`src/rtl/hs32_sram_pkg.sv`:
```
// Shared definitions for the two-port SRAM arbiter.
package hs32_sram_pkg;

   typedef enum logic [1:0] {
      ST_IDLE,
      ST_ISSUE,
      ST_WAIT,
      ST_RESP
   } arb_state_e;

   localparam logic PORT_D = 1'b0;
   localparam logic PORT_I = 1'b1;

   localparam int unsigned REQ_W = 1 + 32 + 32;

   typedef struct packed {
      logic        rw;
      logic [31:0] addr;
      logic [31:0] dtw;
   } req_t;

endpackage

```
`src/rtl/sram_arb_slot.sv`:
```
// One requester slot: captures a strobed request, holds busy until the
// arbiter completes it, and registers the ack/err pulse and read data.
module sram_arb_slot
   import hs32_sram_pkg::*;
(
   input  logic        clk,
   input  logic        reset,
   input  logic        stb,
   input  logic        rw,
   input  logic [31:0] addr,
   input  logic [31:0] dtw,
   input  logic        done,
   input  logic        abort,
   input  logic        rd_load,
   input  logic [31:0] rd_data,
   output req_t        req,
   output logic        busy,
   output logic        ack,
   output logic        err,
   output logic [31:0] dtr
);

   req_t        req_q, req_d;
   logic        busy_q, busy_d;
   logic        ack_q, ack_d;
   logic        err_q, err_d;
   logic [31:0] dtr_q, dtr_d;

   // Completion wins over capture; a strobe while busy is dropped.
   always_comb begin
      req_d  = req_q;
      busy_d = busy_q;
      ack_d  = 1'b0;
      err_d  = 1'b0;
      dtr_d  = dtr_q;
      if (done) begin
         busy_d = 1'b0;
         ack_d  = 1'b1;
         err_d  = abort;
         if (rd_load) begin
            dtr_d = rd_data;
         end
      end else if (stb && !busy_q) begin
         busy_d = 1'b1;
         req_d  = '{rw: rw, addr: addr, dtw: dtw};
      end
   end

   // Slot state registers.
   always_ff @(posedge clk or posedge reset) begin
      if (reset) begin
         req_q  <= '0;
         busy_q <= 1'b0;
         ack_q  <= 1'b0;
         err_q  <= 1'b0;
         dtr_q  <= '0;
      end else begin
         req_q  <= req_d;
         busy_q <= busy_d;
         ack_q  <= ack_d;
         err_q  <= err_d;
         dtr_q  <= dtr_d;
      end
   end

   assign req  = req_q;
   assign busy = busy_q;
   assign ack  = ack_q;
   assign err  = err_q;
   assign dtr  = dtr_q;

endmodule

```
`src/rtl/sram_arbiter.sv`:
```
// Two-port arbiter (D priority, I anti-starvation) in front of the
// external SRAM request interface, with a no-ack watchdog.
module sram_arbiter
   import hs32_sram_pkg::*;
#(
   parameter int unsigned STARVE_LIMIT = 4,
   parameter int unsigned TIMEOUT_CYC  = 255
) (
   input  logic        clk,
   input  logic        reset,
   input  logic        d_stb,
   input  logic        d_rw,
   input  logic [31:0] d_addr,
   input  logic [31:0] d_dtw,
   output logic        d_ack,
   output logic        d_err,
   output logic [31:0] d_dtr,
   output logic        d_busy,
   input  logic        i_stb,
   input  logic        i_rw,
   input  logic [31:0] i_addr,
   input  logic [31:0] i_dtw,
   output logic        i_ack,
   output logic        i_err,
   output logic [31:0] i_dtr,
   output logic        i_busy,
   output logic        m_stb,
   output logic        m_rw,
   output logic [31:0] m_addr,
   output logic [31:0] m_dtw,
   input  logic        m_ack,
   input  logic [31:0] m_dtr
);

   arb_state_e  state_q, state_d;
   logic        grant_q, grant_d;
   logic        m_stb_q, m_stb_d;
   logic        m_rw_q, m_rw_d;
   logic [31:0] m_addr_q, m_addr_d;
   logic [31:0] m_dtw_q, m_dtw_d;
   logic [31:0] wd_q, wd_d;
   logic [31:0] starve_q, starve_d;

   req_t        d_req, i_req, win_req;
   logic        win_i;
   logic        done, abort, rd_load;
   logic        d_done, i_done;

   // Next-state, grant selection, starve and watchdog counters.
   always_comb begin
      state_d  = state_q;
      grant_d  = grant_q;
      m_stb_d  = 1'b0;
      m_rw_d   = m_rw_q;
      m_addr_d = m_addr_q;
      m_dtw_d  = m_dtw_q;
      wd_d     = wd_q;
      starve_d = starve_q;
      done     = 1'b0;
      abort    = 1'b0;
      rd_load  = 1'b0;
      win_i    = !d_busy ||
                 (i_busy && (STARVE_LIMIT != 0) && (starve_q == STARVE_LIMIT));
      win_req  = win_i ? i_req : d_req;
      unique case (state_q)
         ST_IDLE: begin
            if (d_busy || i_busy) begin
               grant_d  = win_i ? PORT_I : PORT_D;
               m_rw_d   = win_req.rw;
               m_addr_d = win_req.addr;
               m_dtw_d  = win_req.dtw;
               m_stb_d  = 1'b1;
               state_d  = ST_ISSUE;
               if (win_i) begin
                  starve_d = '0;
               end else if (i_busy && (starve_q != STARVE_LIMIT)) begin
                  starve_d = starve_q + 32'd1;
               end
            end
         end
         ST_ISSUE: begin
            wd_d    = '0;
            state_d = ST_WAIT;
         end
         ST_WAIT: begin
            if (m_ack) begin
               done    = 1'b1;
               rd_load = !m_rw_q;
               state_d = ST_RESP;
            end else if ((TIMEOUT_CYC != 0) && (wd_q == TIMEOUT_CYC - 1)) begin
               done    = 1'b1;
               abort   = 1'b1;
               state_d = ST_RESP;
            end else begin
               wd_d = wd_q + 32'd1;
            end
         end
         ST_RESP: begin
            state_d = ST_IDLE;
         end
         default: state_d = ST_IDLE;
      endcase
      if (!i_busy) begin
         starve_d = '0;
      end
   end

   // Arbiter and downstream request registers.
   always_ff @(posedge clk or posedge reset) begin
      if (reset) begin
         state_q  <= ST_IDLE;
         grant_q  <= PORT_D;
         m_stb_q  <= 1'b0;
         m_rw_q   <= 1'b0;
         m_addr_q <= '0;
         m_dtw_q  <= '0;
         wd_q     <= '0;
         starve_q <= '0;
      end else begin
         state_q  <= state_d;
         grant_q  <= grant_d;
         m_stb_q  <= m_stb_d;
         m_rw_q   <= m_rw_d;
         m_addr_q <= m_addr_d;
         m_dtw_q  <= m_dtw_d;
         wd_q     <= wd_d;
         starve_q <= starve_d;
      end
   end

   assign d_done = done && (grant_q == PORT_D);
   assign i_done = done && (grant_q == PORT_I);

   assign m_stb  = m_stb_q;
   assign m_rw   = m_rw_q;
   assign m_addr = m_addr_q;
   assign m_dtw  = m_dtw_q;

   sram_arb_slot u_slot_d (
      .clk     (clk),
      .reset   (reset),
      .stb     (d_stb),
      .rw      (d_rw),
      .addr    (d_addr),
      .dtw     (d_dtw),
      .done    (d_done),
      .abort   (abort),
      .rd_load (rd_load),
      .rd_data (m_dtr),
      .req     (d_req),
      .busy    (d_busy),
      .ack     (d_ack),
      .err     (d_err),
      .dtr     (d_dtr)
   );

   sram_arb_slot u_slot_i (
      .clk     (clk),
      .reset   (reset),
      .stb     (i_stb),
      .rw      (i_rw),
      .addr    (i_addr),
      .dtw     (i_dtw),
      .done    (i_done),
      .abort   (abort),
      .rd_load (rd_load),
      .rd_data (m_dtr),
      .req     (i_req),
      .busy    (i_busy),
      .ack     (i_ack),
      .err     (i_err),
      .dtr     (i_dtr)
   );

endmodule

```
`config.mk`:
```
export PLATFORM = sky130hd
export DESIGN_NAME = sram_arbiter
export DESIGN_NICKNAME = d
export VERILOG_FILES = /design/src/rtl/hs32_sram_pkg.sv /design/src/rtl/sram_arb_slot.sv /design/src/rtl/sram_arbiter.sv
export SDC_FILE = /design/constraint.sdc
export NUM_CORES = 1
export LEC_CHECK = 0
export CAP_MARGIN = 20
export CORE_MARGIN = 8
export CORE_UTILIZATION = 25
export DETAILED_ROUTE_END_ITERATION = 10
export PLACE_DENSITY = 0.5
export SLEW_MARGIN = 20
export SYNTH_ARGS = -nofsm -noshare
export SYNTH_HDL_FRONTEND = slang
export SYNTH_HIERARCHICAL = 1
export SYNTH_SLANG_ARGS = --single-unit
```
`constraint.sdc`:
```
create_clock -name clk -period 10.6 [get_ports clk]
set_input_delay 2.12 -clock clk [delete_from_list [all_inputs] [get_ports clk]]
set_output_delay 2.12 -clock clk [all_outputs]
set_load 0.05 [all_outputs]
```
==> summary.txt <==
CTS
  • Number of CTS-inserted buffers: 41
  • Postcts setup bufs: 0
  • Longest Clk Path Bufs: 3
  • Skew-Pair Late Insertion Delay: 0.56 ns
  • CTS root buffer: clkbuf_16
  • Sink Count: 333
  • Reg clk slew, reported paths: 0.06 ns
  • Hold Buf Count CTS: 0
  • CTS H-tree lvls: 2
  • Post_cts resized: 0
  • CTS tree: done

Synth
  • Yosys top cell area share: 0.587
  • Syn Area/Cell: 11.8 sq um
  • Largest cells by area after synthesis: dfrtp_1 (59%), mux2_1 (7.9%), mux2_2 (7.6%), nand2_1 (4.7%), a31oi_1 (3.0%)
  • Top FF cell, synth: dfrtp_1
  • Post-synth EDFFs: 0
  • Post-synthesis sequential area ratio: 0.587
  • Synth unique cells: 65
  • Mapped Area: 14200 sq um
  • Synthesized Nets: 1377
  • Warnings, synthesis: 6
  • Syn Inst Count: 1203
  • #FFs+latches synth: 333
  • Area leader, netlist: dfrtp_1
  • Async set or reset register ratio after synthesis: 1.00

Die
  • Die Span Y: 254 um
  • Area of the core: 56300 sq um
  • Die X: 254 um
  • Num rows: 87
  • Initial core utilization: 0.252
  • I/O pin count: 303
  • Die area: 64700 sq um

STA
  • Maximum achievable frequency: 221 MHz
  • Measured slew at the worst slew-check pin: 1.06 ns
  • Setup TNS: 0 ns
  • Setup-failing EPs final: 0
  • Unrepaired setup endpoints after global routing: no
  • Final Skew: 0.0199 ns
  • Hold WS: 0.482 ns
  • Final hold viol count: 0
  • Fin. max-slew vios: 0
  • Rel. slew slack: 0.291
  • Tmin final: 4.53 ns
  • Tcrit/Tclk final: 0.427

Detailed routing
  • Number of remaining DRC errors: 0
  • Pre-antenna DRT Iters: 4
  • Via count: 10200
  • Routed Antenna Nets: 0
  • Drt via density: 4.49
  • DR iter-0 viols: 394
  • Routed WL: 43100 um
  • Wirelength per Cell: 18.9 um

Setup path
  • Worst-path cell chain: clkdlybuf4s50_1 -> o21ai_0 -> nor2_1 -> nor3b_4 -> buf_4 -> buf_4 -> mux2_2
  • WP data arrival: 4.97 ns
  • Worst Path Required: 11.04 ns
  • Crit-path slowest cell: buf_4
  • Crit. End Element: flop
  • Most frequent CP cell: buf_4
  • Largest stage delay on the critical path: 0.52 ns
  • Cell class contributing the biggest share of worst-path delay: buffers and inverters
  • Startpoint Class: input port
  • Worst Path Buf+Inv: 3
  • Critical path class: in -> reg
  • Critical Path Fanout Max: 34

Pwr
  • Power Density: 298 nW/um^2
  • Leak: 0.00813 uW
  • Maximum VDD drop: 0.154 mV

Finish
  • Fillers: 5695
  • Area occupied by multi-input gates: 5470 sq um
  • Nets@finish: 1665
  • Register Area: 8330 sq um
  • Share of cells above drive strength 1: 0.129
  • Layout area overhead: 35.5%
  • Antenna Diode Count: 0

GRT
  • Antenna violations before repair: 6
  • Vias in the first global route: 11000
  • Global-route wire length before repair: 66900 um
  • Tot GR Track Use: 0.133
  • Largest net degree at the start of global routing: 90
  • GRT overflow: 0

Place
  • PortBufs: 302
  • Placer Congestion: 0.766
  • Post-DP HPWL: 29100 um

Status
  • Status: completed

Worst hold path
  • HP Class: reg -> reg

Job
  • Max_cap viols: 0
[cells in the final DEF (no fill, tap or decap), drive strengths merged, types with 24 or more instances in the layout]
cell	Yosys	final
dfrtp	333	333
nor2	114	114
nand3	28	28
a31oi	69	69
nand2	176	176
clkdlybuf4s50	0	302
clkbuf	36	62
nor4	24	24
mux2	196	196
[flip-flops by register name (all words and copies together), names as in the netlist]
name           flops
starve_q          32
state_q            2
u_slot_d/dtr      32
wd_q              32
u_slot_i/req      65
u_slot_d/req      65
grant_q            1
u_slot_i/busy      1
u_slot_i/dtr      32
u_slot_d/ack       1
u_slot_i/err       1
m_rw               1
m_stb              1
m_addr            32
u_slot_d/err       1
u_slot_d/busy      1
m_dtw             32
u_slot_i/ack       1
[routing by layer]
layer  GRT usage  part of all wire
met1       0.162              0.43
met2       0.213              0.46
met3      0.0586             0.095
met4      0.0366             0.017
met5           0            0.0017
[report_power, final]
part	leakage (uW)	switching [uW]	internal, uW
Combinational	0.00332	1520	826
Sequential	0.00417	271	1740
Clock	0.000635	550	822
[logic make-up after synthesis]
logic type,Yosys count,synth area share
mux,209,0.165
compound gates,121,0.0575
fa+ha+maj,7,0.00617
simple gates,419,0.138
xor+xnor,26,0.0160
buf+inv,88,0.0307
flops,333,0.587
[layout make-up]
type,instances,area share
well taps,756,0.0491
clock buffers,62,0.0637
clock inverters,10,0.00461
inverters,20,0.00455
flip-flops and latches,333,0.433
multi-input cells,782,0.284
repair buffers,313,0.161
[final timing paths]
| path | startpoint | to | slack, ns | cells past startpoint |
|---|---|---|---|---|
| max | m_ack | u_slot_d/req[63]$_DFFE_PP0P_ | 6.07 | 7 |
| min | u_slot_d/req[44]$_DFFE_PP0P_ | u_slot_d/req[44]$_DFFE_PP0P_ | 0.48 | 1 |
| max reg2reg | wd_q[2]$_DFFE_PP0P_ | u_slot_d/req[30]$_DFFE_PP0P_ | 7.05 | 9 |
| min reg2reg | u_slot_d/req[44]$_DFFE_PP0P_ | u_slot_d/req[44]$_DFFE_PP0P_ | 0.48 | 1 |
| max in group asynchronous | reset | starve_q[5]$_DFFE_PP0P_ | 6.92 | 3 |
| min in group asynchronous | reset | u_slot_i/req[48]$_DFFE_PP0P_ | 2.18 | 2 |
[worst reg2reg max path, delay by kind of cell, from the launching register on]
family          cells  cell delay [ns]
buf+inv             2             0.65
flops               1             0.42
compound gates      1             0.21
mux                 1             0.43
simple gates        5             1.74
[synth_stat cells (2+ instances only)]
master	n
mux2_1	100
a21oi_1	11
nand3_1	27
mux2i_1	13
and2_1	3
or3_1	4
o41ai_1	3
o21ai_0	5
nor4b_1	2
or4_4	2
nand3b_1	2
clkbuf_1	36
a32o_1	2
a31oi_1	69
dfrtp_1	333
o211ai_1	7
nor4_2	2
a31o_2	3
nor3b_2	2
nor2_1	113
mux2_2	96
nor4_1	21
xnor2_1	18
inv_1	19
nand4_1	19
nand2b_1	4
a2bb2oi_1	3
ha_1	7
nor3_2	2
buf_6	10
o32ai_1	2
buf_4	2
and3_1	6
nand2_1	176
nor3_1	14
o31ai_1	3
nor2b_1	6
o311ai_0	3
xor2_1	8
buf_2	19
o21a_1	2
[through the flow]
| step | setup WS, ns | power (uW) | cells | utilization | instance area, sq um |
|---|---|---|---|---|---|
| floorplan | 4.93 | 3570 | 1203 | - | 14200 |
| global placement | 5.42 | 4400 | 2204 | 0.319 | 17900 |
| detailed placement | 5.47 | 4430 | 2204 | 0.319 | 17900 |
| CTS | 6.06 | 5850 | 2276 | 0.342 | 19300 |
| global route | 5.92 | 6090 | 2276 | 0.342 | 19300 |
| finish | 6.07 | 5730 | 2276 | 0.342 | 19300 |
No activity file was read; power rests on OpenSTA's default activity.
